`src/rtl/recirc_pkg.sv`:
```
// recirc_pkg: shared definitions for the recirculator flow-control slice.
//   - state_e      : FSM state encoding (also driven onto the state port)
//   - LANES/DATA_W : recirculator geometry
//   - threshold reset defaults for the lane FIFOs
package recirc_pkg;

   localparam int LANES  = 4;
   localparam int DATA_W = 8;

   typedef enum logic [2:0] {
      ST_RESET  = 3'd0,
      ST_INIT   = 3'd1,
      ST_IDLE   = 3'd2,
      ST_ACTIVE = 3'd3,
      ST_ERROR  = 3'd4
   } state_e;

   localparam logic [3:0] AF_DEFAULT_C = 4'd6;
   localparam logic [3:0] AE_DEFAULT_C = 4'd1;

endpackage : recirc_pkg

```
`src/rtl/recirc_idle_timer.sv`:
```
// recirc_idle_timer: saturating counter of consecutive all-empty cycles.
//   clk, reset_L : clock / asynchronous active-low reset
//   clr          : clear the count (has priority over inc)
//   inc          : this cycle counts as an all-empty cycle
//   done         : this all-empty cycle is the last one needed (count
//                  already at IDLE_CYCLES-1), so the FSM may drop to IDLE
module recirc_idle_timer #(
   parameter int IDLE_CYCLES = 4
) (
   input  logic clk,
   input  logic reset_L,
   input  logic clr,
   input  logic inc,
   output logic done
);

   localparam int CNT_W = $clog2(IDLE_CYCLES + 1);
   localparam logic [CNT_W-1:0] SAT_C  = CNT_W'(IDLE_CYCLES);
   localparam logic [CNT_W-1:0] LAST_C = CNT_W'(IDLE_CYCLES - 1);
   localparam logic [CNT_W-1:0] ONE_C  = CNT_W'(1);

   logic [CNT_W-1:0] cnt_q;
   logic [CNT_W-1:0] cnt_d;

   // next count: clear, saturating increment, or hold
   always_comb begin
      cnt_d = cnt_q;
      if (clr) begin
         cnt_d = '0;
      end else if (inc && (cnt_q != SAT_C)) begin
         cnt_d = cnt_q + ONE_C;
      end else begin
         cnt_d = cnt_q;
      end
   end

   // count register
   always_ff @(posedge clk or negedge reset_L) begin
      if (!reset_L) begin
         cnt_q <= '0;
      end else begin
         cnt_q <= cnt_d;
      end
   end

   assign done = inc && (cnt_q == LAST_C);

endmodule : recirc_idle_timer

```
`src/rtl/recirc_flow_ctrl.sv`:
```
// recirc_flow_ctrl: control FSM for the 4-lane recirculator.
//   Inputs : clk, reset_L (async active-low), init, umbral_AF_in/AE_in,
//            fifo_empty / fifo_almost_full / fifo_error (per lane)
//   Outputs: selector_IDLE (1 = forward to lanes 4-7), pause (per lane),
//            umbral_AF_out/AE_out (active FIFO thresholds), state,
//            idle_out, error_out. All outputs are registered and show the
//            state entered at the same edge.
module recirc_flow_ctrl
   import recirc_pkg::*;
#(
   parameter int                     UMBRAL_W    = 4,
   parameter logic [UMBRAL_W-1:0]    AF_DEFAULT  = UMBRAL_W'(AF_DEFAULT_C),
   parameter logic [UMBRAL_W-1:0]    AE_DEFAULT  = UMBRAL_W'(AE_DEFAULT_C),
   parameter int                     IDLE_CYCLES = 4
) (
   input  logic                clk,
   input  logic                reset_L,
   input  logic                init,
   input  logic [UMBRAL_W-1:0] umbral_AF_in,
   input  logic [UMBRAL_W-1:0] umbral_AE_in,
   input  logic [LANES-1:0]    fifo_empty,
   input  logic [LANES-1:0]    fifo_almost_full,
   input  logic [LANES-1:0]    fifo_error,
   output logic                selector_IDLE,
   output logic [LANES-1:0]    pause,
   output logic [UMBRAL_W-1:0] umbral_AF_out,
   output logic [UMBRAL_W-1:0] umbral_AE_out,
   output logic [2:0]          state,
   output logic                idle_out,
   output logic                error_out
);

   state_e              state_q, state_d;
   logic                sel_q, sel_d;
   logic [LANES-1:0]    pause_q, pause_d;
   logic [UMBRAL_W-1:0] af_q, af_d, ae_q, ae_d;
   logic                idle_q, idle_d;
   logic                err_q, err_d;

   logic all_empty_s;
   logic timer_clr_s;
   logic timer_inc_s;
   logic timer_done_s;

   assign all_empty_s = (fifo_empty == {LANES{1'b1}});
   // Count only while ACTIVE; any other state or a non-empty cycle restarts it,
   // so the count is always zero on entry to ACTIVE.
   assign timer_inc_s = (state_q == ST_ACTIVE) && all_empty_s;
   assign timer_clr_s = !timer_inc_s;

   recirc_idle_timer #(
      .IDLE_CYCLES (IDLE_CYCLES)
   ) u_idle_timer (
      .clk     (clk),
      .reset_L (reset_L),
      .clr     (timer_clr_s),
      .inc     (timer_inc_s),
      .done    (timer_done_s)
   );

   // next state and threshold loading
   always_comb begin
      state_d = state_q;
      af_d    = af_q;
      ae_d    = ae_q;
      case (state_q)
         ST_RESET: begin
            state_d = ST_INIT;
         end
         ST_INIT: begin
            if (init) begin
               state_d = ST_INIT;
               // an inverted or equal pair would make the FIFO flags meaningless
               if (umbral_AE_in < umbral_AF_in) begin
                  af_d = umbral_AF_in;
                  ae_d = umbral_AE_in;
               end else begin
                  af_d = af_q;
                  ae_d = ae_q;
               end
            end else begin
               state_d = ST_IDLE;
            end
         end
         ST_IDLE: begin
            if (|fifo_error) begin
               state_d = ST_ERROR;
            end else if (init) begin
               state_d = ST_INIT;
            end else if (!all_empty_s) begin
               state_d = ST_ACTIVE;
            end else begin
               state_d = ST_IDLE;
            end
         end
         ST_ACTIVE: begin
            if (|fifo_error) begin
               state_d = ST_ERROR;
            end else if (init) begin
               state_d = ST_INIT;
            end else if (timer_done_s) begin
               state_d = ST_IDLE;
            end else begin
               state_d = ST_ACTIVE;
            end
         end
         ST_ERROR: begin
            state_d = ST_ERROR;
         end
         default: begin
            state_d = ST_RESET;
         end
      endcase
   end

   // Moore outputs decoded from the state being entered
   always_comb begin
      sel_d   = 1'b0;
      idle_d  = 1'b0;
      err_d   = 1'b0;
      pause_d = {LANES{1'b1}};
      case (state_d)
         ST_IDLE: begin
            idle_d  = 1'b1;
            pause_d = fifo_almost_full;
         end
         ST_ACTIVE: begin
            sel_d   = 1'b1;
            pause_d = fifo_almost_full;
         end
         ST_ERROR: begin
            err_d   = 1'b1;
         end
         default: begin
            pause_d = {LANES{1'b1}};
         end
      endcase
   end

   // state, threshold and output registers
   always_ff @(posedge clk or negedge reset_L) begin
      if (!reset_L) begin
         state_q <= ST_RESET;
         sel_q   <= 1'b0;
         pause_q <= {LANES{1'b1}};
         af_q    <= AF_DEFAULT;
         ae_q    <= AE_DEFAULT;
         idle_q  <= 1'b0;
         err_q   <= 1'b0;
      end else begin
         state_q <= state_d;
         sel_q   <= sel_d;
         pause_q <= pause_d;
         af_q    <= af_d;
         ae_q    <= ae_d;
         idle_q  <= idle_d;
         err_q   <= err_d;
      end
   end

   assign state         = state_q;
   assign selector_IDLE = sel_q;
   assign pause         = pause_q;
   assign umbral_AF_out = af_q;
   assign umbral_AE_out = ae_q;
   assign idle_out      = idle_q;
   assign error_out     = err_q;

endmodule : recirc_flow_ctrl

```
`config.mk`:
```
export PLATFORM = sky130hd
export DESIGN_NAME = recirc_flow_ctrl
export DESIGN_NICKNAME = d
export VERILOG_FILES = /design/src/rtl/recirc_pkg.sv /design/src/rtl/recirc_idle_timer.sv /design/src/rtl/recirc_flow_ctrl.sv
export SDC_FILE = /design/constraint.sdc
export NUM_CORES = 1
export LEC_CHECK = 0
export CORE_MARGIN = 3
export CORE_UTILIZATION = 42
export DETAILED_ROUTE_END_ITERATION = 8
export HOLD_SLACK_MARGIN = 0.12
export PLACE_DENSITY = 0.78
export REMOVE_ABC_BUFFERS = 1
export SKIP_CTS_REPAIR_TIMING = 1
export SYNTH_ARGS = -nofsm -noshare
export SYNTH_HDL_FRONTEND = slang
export SYNTH_SLANG_ARGS = --single-unit
```
`constraint.sdc`:
```
create_clock -name clk -period 1.6 [get_ports clk]
set_clock_uncertainty 0.05 [all_clocks]
set_input_delay 0.32 -clock clk [delete_from_list [all_inputs] [get_ports clk]]
set_output_delay 0.32 -clock clk [all_outputs]
set_load 0.005 [all_outputs]
```
; ---- Word level (Yosys, flattened, before mapping)
; Cells that the tools add are included.
[classes]
n_eq_ne = 11
n_lt_le_gt_ge = 1
addsub = 1
reduce_logical = 7
muxes = 14
[op_table]
columns = operator, count
row1 = $eq A3 B2 Y1 const B, 5
row2 = $pmux W3 S5, 1
row3 = $mux W3, 4
row4 = $eq A3 B3 Y1 const B, 2
row5 = $mux W2, 3
row6 = $mux W1, 5
row7 = $eq A4 B4 Y1 const B, 1
row8 = $lt A4 B4 Y1, 1
row9 = $mux W4, 1
row10 = $reduce_or A4 Y1, 1
row11 = $add A3 B1 Y3 const B, 1
row12 = $eq A3 B1 Y1 const B, 1
row13 = $logic_and A1 B1 Y1, 3
row14 = $logic_not A3 Y1, 1
row15 = $ne A3 B3 Y1 const B, 1
row16 = $reduce_and A3 Y1, 1
row17 = $ne A2 B2 Y1 const B, 1
row18 = $reduce_or A2 Y1, 1
[word_totals]
elab_cells = 42
register_bits = 21
input_bits = 23
out_inout_bits = 18

; ---- Logic depth before layout (Yosys ltp)
; Gate-level depths: netlist of the first run.
[logic_depth]
ltp_word = 10
depth_mapped = 5
mapped_depth_nobuf = 5

; ---- By module
; A second synthesis of the first run with hierarchy kept.
[unflattened]
hier_cells = 86
area_unflattened_um2 = 1013.5
[by_module_without_submodules]
columns = mod, cells_per_inst, seq_area_each_um2, n_inst, area_per_inst_um2
row1 = recirc_flow_ctrl, 67, 459.2, 1, 817.0
row2 = recirc_idle_timer, 19, 75.1, 1, 196.4

; ---- Worst setup path after synthesis of the first run
; OpenSTA, ideal clock, no wires.
[synth_timing]
kind = input-to-reg
start = input port umbral_AF_in[3]
end = register ae_q[1] (netlist: umbral_AE_out[1])
path_stages = 5
path_buffers = 0
arrival_time_ns = 1.351
slack_ns = 0.074
setup_time_ns = 0.125
required_ns = 1.425
cell_sequence = inv_1 ha_1 o21ai_0 o21ai_4 mux2_4
[synth_between]
elab_chain_cells = 2
[synth_rtl]
columns = item, line_no
row1 = "start, declared", recirc_flow_ctrl.sv:19  ; input logic [UMBRAL_W-1:0] umbral_AF_in,
row2 = $lt A4 B4 Y1, recirc_flow_ctrl.sv:74  ; if (umbral_AE_in < umbral_AF_in) begin
row3 = $reduce_and A3 Y1 (no source line), n/a
row4 = "end signal, assigned", recirc_flow_ctrl.sv:147  ; ae_q <= AE_DEFAULT;
row5 = "end signal, assigned", recirc_flow_ctrl.sv:155  ; ae_q <= ae_d;
row6 = "end, declared", recirc_flow_ctrl.sv:36  ; logic [UMBRAL_W-1:0] af_q, af_d, ae_q, ae_d;
; No other way between the ends.
; A chain may end at the register's enable or synchronous reset.

; ---- Worst setup path in the final report of the first run
[layout_timing]
start = input port umbral_AE_in[0]
end = register ae_q[1] (netlist: umbral_AE_out[1])
[layout_between]
elab_chain_cells = 2
[layout_rtl]
columns = item, line_no
row1 = "start, declared", recirc_flow_ctrl.sv:20  ; input logic [UMBRAL_W-1:0] umbral_AE_in,
row2 = $lt A4 B4 Y1, recirc_flow_ctrl.sv:74
row3 = $reduce_and A3 Y1 (no source line), n/a
; No other way between the ends.

==> impl_metrics.toml, run 1 <==
[sta]
actual_slew_at_the_worst_max_slew_pin_ns = 0.381
fin_ws_ns = 0.0413
fin_crit_ns = 1.56
timing.final.hold_violations = 0
layout_worst_path_cycle_share_pct = 97.4
holdWs_ns = 0.263
timing.slew.headroom_pct = 74.5
timing.final.setup_violations = 0
fmaxAchievable_ghz = 0.642
report.final.slew_viol_count = 0

[floorplanning]
num_rows = 17
die-width_um = 55.6
die_area_mm2 = 0.00309
fp.dieH_um = 55.6
core-area_mm2 = 0.00228
floorplan.initialDensity_pct = 45.4
io-pin-count = 41

[logic_synthesis]
synth_most_common_cell = "sky130_fd_sc_hd__dfrtp_1"
postSynthRegisterBits = 21
ys_async_sr_fraction_pct = 100
synthesis.yosys.warnings = 0
avgSynthCellArea_um2 = 12.7
synth_cell_types = 24
post_synth_inst_count = 81
post_synthesis_cell_area_mm2 = 0.00103
synth_area_leader_cell = "sky130_fd_sc_hd__dfrtp_1"
netlist_top_cells_count = "14 x sky130_fd_sc_hd__dfrtp_1, 8 x sky130_fd_sc_hd__mux2_4, 8 x sky130_fd_sc_hd__nand2b_1"
synth-seq-area-share_pct = 51.8
synth_top_family_by_area = "simple AND/OR/NAND/NOR gates"
synth_top_cell_area_share_pct = 33.9
synth_enable_flop_cells = 0
xor_xnor_cell_area_share_of_the_yosys_netlist_pct = 0.848
main_synth_ff_type = "sky130_fd_sc_hd__dfrtp_1"
synth_simple_gate_area_share_pct = 14.9
top_cells_by_area_in_the_synthesized_netlist = "sky130_fd_sc_hd__dfrtp_1 34%, sky130_fd_sc_hd__dfstp_2 18%, sky130_fd_sc_hd__mux2_4 12%, sky130_fd_sc_hd__ha_1 7.3%, sky130_fd_sc_hd__nand2b_1 4.8%"
post_synth_mux_area_share_pct = 12.6
yosys.area_share.adder_pct = 7.27
synth-compound-area-share_pct = 10.1

[outcome]
result_of_the_run = "completed"

[detailed_routing]
drt.antenna.violating_nets = 0
initialDrtViolationCount = 3
dr_total_vias = 811
drtPass1Iterations = 4
vias_per_cell = 4.95
totalWireLength_mm = 2.32
routed_wire_length_per_instance_um = 14.2
detail_route.drc_violations = 0

[setup_path]
regToRegStartpoint = "u_idle_timer.cnt_q[0]$_DFFE_PN0P_"
cp_startpoint = "umbral_AE_in[0]"
slowest_delay_ns = 0.50
crit_buf_inv = 1
timing.critical_path.slowest_stage_cell = "sky130_fd_sc_hd__clkdlybuf4s50_1"
crit_path_cell_trace = "clkdlybuf4s50_1, nand2b_4, a211oi_4, o21ai_4, mux2_4"
critical_path_arrival_ns = 1.70
crit_required_ns = 1.74
crit_fanout = 8
worstSetupPathType = "in2reg"
setup.worst_path.start_class = "primary input"
worst_setup_ep_type = "flip-flop"
critical-path-top-delay-family = "buffers and inverters"

[hold_path]
min_from = "umbral_AE_in[2]"
min-delay-path-class = "in2reg"

[power]
p_per_area_mw_per_mm2 = 1320
static-leakage-power_uw = 0.000822
design_power_total_uw = 2200
ir_drop_uv = 776

[job]
max-cap-violations = 0

[grt]
grt_antenna_before_repair = 0
first_global_vias = 825
globalRouteTotalUtil_pct = 15.3
grt_total_ovfl = 0
pin_count_of_the_biggest_net_entering_global_routing = 22
first_pass_grt_wire_length_mm = 3.75

[finish]
seqCellArea_um2 = 536
multi_input_gate_area_in_the_final_layout_um2 = 518
layout_cells_sized_above_1_pct = 32.4
antenna-diode-count = 0
n_fill_cell = 153
design.final.nets = 166
final_util_pct = 73.3
area.growth.synth_to_final_pct = 61.7

[clock_network]
clk_path_buf_depth = 2
cts-root-buf = "sky130_fd_sc_hd__clkbuf_4"
cts.sink_count = 21
clkTransAtPathRegs_ns = 0.11
cts_tree = "yes"
ctsHtreeMaxLevel = 1
cts_buffers = 3
insertion_delay_ns = 0.30

[placed_design]
numPortBuffers = 40
preCtsSetupSlack_ns = -0.525
detailedPlacementHpwl_mm = 1.79
routabilityCongestion = 0.824
[worst paths after layout]
| kind | to | slack, ns | cells past startpoint |
|---|---|---|---|
| min in group asynchronous | umbral_AE_out[1]$_DFFE_PN0P_ | 0.30 | 2 |
| min | umbral_AE_out[2]$_DFFE_PN0P_ | 0.26 | 2 |
| max in group asynchronous | umbral_AE_out[0]$_DFFE_PN1P_ | 0.94 | 2 |
| min reg2reg | umbral_AF_out[3]$_DFFE_PN0P_ | 0.47 | 1 |
| max | umbral_AE_out[1]$_DFFE_PN0P_ | 0.04 | 5 |
| max reg2reg | selector_IDLE$_DFF_PN0_ | 0.07 | 4 |
[cell type report]
cell class	count	area share (%)
Timing Repair Buffer	51	31.6
Inverter	7	1.57
Clock buffer	3	1.35
Tap cell	28	2.10
Sequential cell	21	32.1
Multi-Input combinational cell	53	31.0
Clock inverter	1	0.300
[state kept, by name (all words and copies together), names as in the netlist]
name and count:
error_out 1, pause 4, idle_out 1, state 3
selector_IDLE 1, u_idle_timer.cnt_q 3, umbral_AE_out 4, umbral_AF_out 4
[through the flow]
step           area, um^2  TNS (ns)  cells
2_1_floorplan        1030         0     81
3_3_place_gp         1510     -4.14    155
3_5_place_dp         1510     -4.67    155
4_1_cts              1540     -2.48    159
5_1_grt              1670   -0.0106    164
6_report             1670         0    164
[cell families (layout without fill, tap and decap cells)]
family	Yosys count	count (layout)
mux	9	9
flops	21	21
xor+xnor	1	1
fa+ha+maj	6	6
compound gates	14	14
buf+inv	7	62
simple gates	23	23
[placed cells by master (no fill, tap or decap), types with 2 or more instances in the layout]
cell type,Yosys,layout
sky130_fd_sc_hd__nor3_1,2,2
sky130_fd_sc_hd__nor4_4,2,2
sky130_fd_sc_hd__inv_2,1,3
sky130_fd_sc_hd__nand2b_1,8,7
sky130_fd_sc_hd__nand2_1,5,5
sky130_fd_sc_hd__mux2_4,8,8
sky130_fd_sc_hd__nand3_1,2,2
sky130_fd_sc_hd__a21oi_1,3,3
sky130_fd_sc_hd__inv_1,6,4
sky130_fd_sc_hd__o21ai_0,4,3
sky130_fd_sc_hd__dfrtp_1,14,13
sky130_fd_sc_hd__nor2_1,2,2
sky130_fd_sc_hd__clkdlybuf4s50_1,0,24
sky130_fd_sc_hd__buf_4,0,10
sky130_fd_sc_hd__dfstp_2,7,7
sky130_fd_sc_hd__ha_4,0,2
sky130_fd_sc_hd__a211oi_1,2,2
sky130_fd_sc_hd__clkbuf_4,0,3
sky130_fd_sc_hd__ha_1,6,3
sky130_fd_sc_hd__dlymetal6s2s_1,0,16
[power breakdown]
group | switching [uW] | internal [uW] | leakage [uW]
Clock | 153 | 93.2 | 0.0000177
Sequential | 101 | 750 | 0.000252
Combinational | 387 | 721 | 0.000553
[metal layers]
metal  share of wire [%]  GRT usage [%]  up-vias
met5                   0              0        -
met4                0.82           4.17        0
met3                 7.8           4.18        2
met2                  53           26.5       39
met1                  38           18.7      379
li1                    -              -      391
No activity file was read; power rests on OpenSTA's default activity.
==> run 2: changes to the inputs <==
--- a/config.mk
+++ b/config.mk
@@ -5,7 +5,7 @@
 export SDC_FILE = /design/constraint.sdc
 export NUM_CORES = 1
 export LEC_CHECK = 0
-export CORE_MARGIN = 3
+export ABC_CLOCK_PERIOD_IN_PS = 1600
 export CORE_UTILIZATION = 42
 export DETAILED_ROUTE_END_ITERATION = 8
 export HOLD_SLACK_MARGIN = 0.12
==> constraint.sdc (replaced) <==
create_clock -name clk -period 1.6 [get_ports clk]
set_clock_uncertainty 0.05 [all_clocks]
set_input_delay 0.24 -clock clk [delete_from_list [all_inputs] [get_ports clk]]
set_output_delay 0.24 -clock clk [all_outputs]
set_load 0.005 [all_outputs]
==> run 2 against run 1 <==
  * The flow now finishes with violations (negative setup slack)
  * Hold slack got worse by 0.075 ns
  * Register-to-register slack got worse by 0.03 ns
  * Critical path depth increased by 2
  * Sequential cell count unchanged
  * Largest cell class unchanged
==> impl_metrics.toml, run 2 (synthesized netlist as in run 1, its figures left out) <==
[grt]
grt_total_ovfl = 0
pin_count_of_the_biggest_net_entering_global_routing = 22
globalRouteTotalUtil_pct = 17.3
first_pass_grt_wire_length_mm = 3.39
first_global_vias = 787
grt_antenna_before_repair = 0

[detailed_routing]
drtPass1Iterations = 4
vias_per_cell = 5.07
drt.antenna.violating_nets = 0
initialDrtViolationCount = 8
detail_route.drc_violations = 0
routed_wire_length_per_instance_um = 13.7
totalWireLength_mm = 2.25
dr_total_vias = 831

[sta]
timing.final.setup_violations = 4
report.final.slew_viol_count = 0
fin_setup_tns_ns = -0.108
fin_crit_ns = 1.63
layout_worst_path_cycle_share_pct = 102
timing.slew.headroom_pct = 81.6
fmaxAchievable_ghz = 0.613
timing.final.hold_violations = 0
actual_slew_at_the_worst_max_slew_pin_ns = 0.276
grt_setup_unrepaired = "yes"
fin_ws_ns = -0.0313

[setup_path]
critical_path_arrival_ns = 1.78
crit_fanout = 7
critical-path-top-delay-family = "buffers and inverters"
timing.critical_path.slowest_stage_cell = "sky130_fd_sc_hd__clkdlybuf4s50_1"
cp_num_cells = 7
slowest_delay_ns = 0.50
cp_startpoint = "umbral_AF_in[3]"
setup.worst_path.start_class = "primary input"
crit_buf_inv = 3
worstSetupPathType = "in2reg"
crit_required_ns = 1.74
reg2reg_depth = 5
regToRegStartpoint = "state[2]$_DFF_PN0_"
crit_path_cell_trace = "clkdlybuf4s50_1, inv_2, ha_4, o21ai_2, o21ai_4, buf_12, mux2_4"
worst_setup_ep_type = "flip-flop"

[floorplanning]
die-width_um = 51.6
die_area_mm2 = 0.00266
fp.dieH_um = 51.6
num_rows = 17
core-area_mm2 = 0.00225
io-pin-count = 41
floorplan.initialDensity_pct = 45.8

[clock_network]
cts_buffers = 3
cts-root-buf = "sky130_fd_sc_hd__clkbuf_4"
clkTransAtPathRegs_ns = 0.11
cts.sink_count = 21
cts_tree = "yes"
insertion_delay_ns = 0.30
ctsHtreeMaxLevel = 1
clk_path_buf_depth = 2

[power]
ir_drop_uv = 793
static-leakage-power_uw = 0.000798
p_per_area_mw_per_mm2 = 1310

[hold_path]
min-delay-path-class = "in2reg"
timing.hold.worst_path_depth = 2
min_from = "umbral_AF_in[2]"

[finish]
final_cell_mix = "27 x sky130_fd_sc_hd__clkdlybuf4s50_1, 14 x sky130_fd_sc_hd__dfrtp_1, 13 x sky130_fd_sc_hd__dlymetal6s2s_1"
design.final.nets = 166
multi_input_gate_area_in_the_final_layout_um2 = 508
antenna-diode-count = 0
post_route_cell_area_mm2 = 0.00166
layout_cells_sized_above_1_pct = 30.1
most_common_library_cell_in_the_layout_ignoring_fill_and_taps = "sky130_fd_sc_hd__clkdlybuf4s50_1"
n_fill_cell = 159
area.growth.synth_to_final_pct = 61.0
final_util_pct = 73.7
seqCellArea_um2 = 534

[outcome]
result_of_the_run = "finished, violations left"
violations_in_the_final_reports = "negative setup slack"

[placed_design]
preCtsSetupSlack_ns = -0.426
detailedPlacementHpwl_mm = 1.59
numPortBuffers = 40
dpl-instance-area_mm2 = 0.00153
routabilityCongestion = 0.829

[job]
max-cap-violations = 0
-- run 2: final timing paths --
path                                                     end  slack (ns)
worst max register to register  umbral_AE_out[3]$_DFFE_PN0P_        0.04
worst min-delay path            umbral_AF_out[2]$_DFFE_PN1P_        0.19
min in group asynchronous                 state[2]$_DFF_PN0_        0.22
worst max-delay path            umbral_AE_out[3]$_DFFE_PN0P_       -0.03
max in group asynchronous       umbral_AF_out[2]$_DFFE_PN1P_        1.01
worst min register to register  umbral_AE_out[2]$_DFFE_PN0P_        0.47
-- run 2: layer usage --
metal / vias up / GRT usage, % / wire length, um
met5: - / 0 / 0
met4: 0 / 9.46 / 48
met3: 4 / 2.63 / 137
met2: 34 / 28.4 / 1160
met1: 399 / 21.7 / 909
li1: 394 / - / -
-- run 2: report_power, final --
part	switching, uW	internal [uW]	leakage (uW)
clock network	159	93.1	0.0000177
logic	391	699	0.000527
registers	84.0	748	0.000253
-- run 2: final cells by class --
class                   count  share of cell area (%)
clock inverters             1                   0.301
repair buffers             51                    31.8
flip-flops and latches     21                    32.2
inverters                   7                    1.73
clock buffers               3                    1.36
well taps                  28                    2.11
multi-input cells          53                    30.6
-- run 2: stage by stage --
stage / instances / power, uW / hold slack [ns]
2_1_floorplan: 81 / 1310 / -0.106
3_3_place_gp: 157 / 1850 / 0.447
3_5_place_dp: 157 / 1870 / 0.445
4_1_cts: 161 / 2140 / 0.211
5_1_grt: 164 / 2320 / 0.184
6_report: 164 / 2170 / 0.188
==> RTL edit 1 (flow settings as in run 2) <==
`IDLE_CYCLES` is set to 4 in 2 places; all go to 16.
--- a/src/rtl/recirc_idle_timer.sv
+++ b/src/rtl/recirc_idle_timer.sv
@@ -7,3 +7,3 @@
 module recirc_idle_timer #(
-   parameter int IDLE_CYCLES = 4
+   parameter int IDLE_CYCLES = 16
 ) (
--- a/src/rtl/recirc_flow_ctrl.sv
+++ b/src/rtl/recirc_flow_ctrl.sv
@@ -13,3 +13,3 @@
    parameter logic [UMBRAL_W-1:0]    AE_DEFAULT  = UMBRAL_W'(AE_DEFAULT_C),
-   parameter int                     IDLE_CYCLES = 4
+   parameter int                     IDLE_CYCLES = 16
 ) (
Behaviour: not the same (a bounded check fails within 10 cycles, from zero or initial values and one cycle with reset_L low).
==> RTL edit 1 against run 2 <==
- cell area grew 5.3%
- largest power group unchanged
- total power grew 2.6%
- routed wire length is 12% higher
- highest routed layer is now met3
- sequential cell count increased by 2
- register-to-register slack improved by 30 ps
- synthesized area increased by 9.9%
- setup slack improved by 97 ps
- sequential power increased by 7.1%
==> RTL edit 1: results (changes against run 2) <==
** GRT
- The maximum number of pins on one net before global-route repair came to 24 (+9.1%).
- Met2 usage :: 0.323 (+0.0395)
- The overall global routing resource usage was 0.165 (-0.00771).
- The met1 capacity usage during global routing came to 0.168 (-0.0482).
- Met3 Track Usage GR :: 0.0650 (+0.0387)
- The via count of the first global-routing pass is 830 (+5.5%).
- Wire length of the first global-routing pass :: 3350 um (-1.4%)

** Setup path
- The signal arrival time at the worst endpoint was 1700 ps (-80 ps).
- Critical Path Slowest Stage Cell :: clkdlybuf4s50_1
- Critical Path Max Stage Delay :: 520 ps (+20 ps)

** Placement
- The cell area reported after detailed placement came to 1630 um2 (+6.9%).
- The pre-CTS setup slack was -438 ps (-11.7 ps).
- The final weighted congestion in routability-driven placement came to 0.776 (-6.4%).
- The number of buffers inserted by port buffering is 40 (unchanged).

** Clocking
- The insertion delay to the later sink of the worst-skew pair came to 320 ps (+20 ps).
- Clk slew on worst S/H paths :: 140 ps (+30 ps)
- The number of H-tree levels came to 1 (unchanged).

** Power and ir drop
- Worst ir drop on vdd :: 0.00106 V (+34%)
- Leakage power summed over all cells :: 0.856 nW (+7.3%)

** Synthesis
- The synthesized instance count came to 89 (+9.9%).
- The count of different cell masters after synthesis came to 27 (+13%).
- Area contributors post-synth :: dfrtp_1 35%, dfstp_2 16%, mux2_4 11%
- The sequential fraction of the synthesis area was 0.515 (-0.00269).
- After synthesis, the most frequently instantiated cells are 16 x dfrtp_1, 8 x mux2_4, 8 x nand2b_1.

** Drt
- Iteration-0 DRC count of the detailed router :: 9 (+1)
- Number of search-and-repair iterations in the first detailed-routing pass :: 3 (-1)
- WL final :: 2520 um (+12%)
- The number of vias in the routed layout came to 861 (+3.6%).
- Drt wl/cell :: 14.6 um (+6.2%)

** Final layout
- ANT cells :: 0 (unchanged)
- The fraction of layout cells with a size suffix above 1 is 0.294 (-0.00776).

** Die
- The area of the core was 2520 um2 (+12%).

** Timing
- The transition at the pin with the smallest max-transition slack was 406 ps (+129 ps).

** Run status
- The flow ran to the end, and the final reports show no timing, DRC or antenna violations.
## RTL edit 1: critical path: cells and delay by family
family          cells  cell delay, ps
mux                 1             340
simple gates        1             150
buf+inv             1             520
compound gates      2             440
## RTL edit 1: layer usage
| layer | part of all wire | routed length [um] |
|---|---|---|
| met1 | 0.38 | 967 |
| met2 | 0.58 | 1450 |
| met3 | 0.041 | 104 |
| met4 | 0 | 0 |
| met5 | 0 | 0 |
## RTL edit 1: power breakdown
group          internal, mW  switching, mW  leakage [nW]
clock network        0.0934          0.175        0.0177
logic                 0.679          0.393         0.557
registers             0.799         0.0931         0.281
## RTL edit 1: path summary, 6_finish.rpt
check	start	to	slack (ps)	cells past startpoint
max in group asynchronous	reset_L	pause[1]$_DFF_PN1_	990	2
hold / removal	umbral_AF_in[3]	umbral_AF_out[3]$_DFFE_PN0P_	150	2
hold reg to reg	umbral_AF_out[3]$_DFFE_PN0P_	umbral_AF_out[3]$_DFFE_PN0P_	480	1
min in group asynchronous	reset_L	error_out$_DFF_PN0_	200	2
setup reg to reg	u_idle_timer.cnt_q[0]$_DFFE_PN0P_	idle_out$_DFF_PN0_	70	6
setup / recovery	umbral_AE_in[0]	umbral_AF_out[0]$_DFFE_PN0P_	70	5
## RTL edit 1: cell type report
type	count	area (um2)
Fill cell	179	773
Clock inverter	1	5.00
Clock buffer	3	22.5
Inverter	8	30.0
Multi-Input combinational cell	58	547
Timing Repair Buffer	50	523
Tap cell	30	37.5
Sequential cell	23	584
## RTL edit 1: cell families after synthesis
family	synth area share
buffers and inverters	0.0265
AND/OR/NAND/NOR	0.159
flip-flops	0.515
AO/OA/AOI/OAI	0.0871
multiplexers	0.123
adder cells (fa/ha/maj)	0.0662
XOR/XNOR	0.0232
==> RTL edit 2 (settings of run 2) <==
Without the edit above. The output `error_out` loses its register stage (`err_q` becomes a continuous assignment).
--- a/src/rtl/recirc_flow_ctrl.sv
+++ b/src/rtl/recirc_flow_ctrl.sv
@@ -148,3 +148,2 @@
          idle_q  <= 1'b0;
-         err_q   <= 1'b0;
       end else begin
@@ -156,5 +155,6 @@
          idle_q  <= idle_d;
-         err_q   <= err_d;
       end
    end
+
+   assign err_q = err_d;
 
Formal check against the unedited RTL: not equivalent (a bounded check fails within 4 cycles, from zero or initial values and one cycle with reset_L low).
==> RTL edit 2 against run 2 <==
- synthesized area down 2.4%
- the flow still finishes with violations (setup timing)
- setup slack worse by 13 ps
- routed wire length up 5.0%
- largest cell class is now buffers
- synthesized cell count down 1.2%
- register-to-register slack worse by 40 ps
- total power up 6.4%
- cell area about the same
- sequential cell count down 1
- die area down 2.3%
==> RTL edit 2: results (changes against run 2) <==
** Run status
- The flow ran to the end, but the final reports show violations.
- Violations in the final reports :: setup timing

** Final layout
- The count of filler cells inserted in the layout is 147 (-7.5%).
- Share of layout cells above drive strength 1 :: 0.321 (+0.0194)
- The final-layout clock-cell area share came to 0.0316 (+0.0150).
- Combined flip-flop and latch cell area :: 510 um2 (-4.4%)
- Sequential cell count of the final layout :: 20 (-4.8%)
- The non-clock inverter total of the final layout is 7 (unchanged).
- The final cell area excluding filler cells is 1660 um2 (about the same).
- The data-path buffer share of cell area in the final layout is 0.319 (+0.00127).
- The utilization after layout was 0.745 (+0.00758).
- The proportion of cell area occupied by multi-input gates is 0.305 (about the same).
- Count of buffers not belonging to the clock network in the layout :: 50 (-2.0%)

** Setup path
- The largest incremental delay on the critical path came to 500 ps (about the same).
- Startpoint of the worst setup timing path :: umbral_AF_in[1]
- The largest fanout on the critical path came to 8 (+1).
- The signal arrival time at the worst endpoint came to 1800 ps (+20 ps).
- The startpoint identified for the worst register-to-register timing path is state[1]$_DFF_PN0_.
- The slowest stage of the critical path belongs to the cell clkdlybuf4s50_1.

** Synthesis
- The synthesized instance count is 80 (-1.2%).
- Adder-cell share of the synthesized area :: 0.0745 (+0.00181)
- Ranked by total cell area, the synthesized netlist is headed by dfrtp_1 32%, dfstp_2 18%, mux2_4 12%.
- The synthesized-area fraction occupied by xor and xnor cells came to 0.00870 (+0.000211).
- Fraction of the yosys area taken by sequential cells :: 0.506 (-0.0120)
- Top post-synthesis cells by count :: 13 x dfrtp_1, 8 x mux2_4, 8 x nand2b_1
- The multiplexer fraction of the synthesized cell area came to 0.129 (+0.00313).
- Post-synthesis compound-gate area fraction :: 0.103 (+0.00250)

** Worst hold path
- The worst hold path begins at umbral_AF_in[3].

** Drt
- Number of search-and-repair iterations in the first detailed-routing pass :: 4 (unchanged)
- The routed length per instance was 14.6 um (+6.3%).
- The number of vias in the routed layout was 838 (+0.84%).
- The count of routing violations after the opening detailed-route iteration is 16 (+8).
- The vias per cell came to 5.17 (+2.1%).

** GRT
- Via count of the first global-routing pass :: 798 (+1.4%)
- Maximum number of pins on one net before global-route repair :: 21 (-4.5%)
- Wire length of the first global-routing pass :: 3530 um (+3.9%)
- GR Util All Layers :: 0.187 (+0.0139)

** Timing
- The transition at the pin with the smallest max-transition slack was 317 ps (+40.1 ps).
- Final WS setup :: -44.7 ps (-13.4 ps)
- The final total negative setup slack is -198 ps (-90.4 ps).
- The final-report setup violation count was 5 (+1).

** Power and ir drop
- The switching part of the total was 0.287 (-0.00476).
- Leakage power summed over all cells :: 0.820 nW (+2.8%)
- The peak supply drop was 0.000844 V (+6.4%).
- Logic pwr share :: 0.459 (-0.042)
- Reported sequential group power :: 828 uW (-0.6%)
- Clock group share of total power :: 0.184 (+0.068)

** Placement
- The pre-CTS setup slack is -452 ps (-26.2 ps).
- Routability cong. :: 0.851 (+2.6%)
- Detailed-placement wirelength estimate :: 1670 um (+5.1%)
- The placed instance count was 155 (-1.3%).
- The cell area reported after detailed placement is 1500 um2 (-2.1%).

** Clocking
- Worst-Skew Late Latency :: 320 ps (+20 ps)
## RTL edit 2: cell types whose count changed after synthesis, sizes merged
| cell | run 2 | this run |
|---|---|---|
| dfrtp | 14 | 13 |
## RTL edit 2: per-layer routing
metal,GRT usage,vias to the layer above,routed length [um]
li1,-,389,-
met1,0.240,398,969
met2,0.294,44,1160
met3,0.0387,7,163
met4,0.0972,0,70
met5,0,-,0
## RTL edit 2: path summary, 6_finish.rpt
check                                                to  slack, ps  cells after the start
setup / recovery           umbral_AE_out[2]$_DFFE_PN0P_        -40                      7
hold / removal             umbral_AF_out[3]$_DFFE_PN0P_        150                      2
setup reg to reg           umbral_AE_out[2]$_DFFE_PN0P_          0                      5
hold reg to reg            umbral_AE_out[2]$_DFFE_PN0P_        480                      1
max in group asynchronous            pause[0]$_DFF_PN1_       1040                      2
min in group asynchronous  umbral_AF_out[3]$_DFFE_PN0P_        190                      2
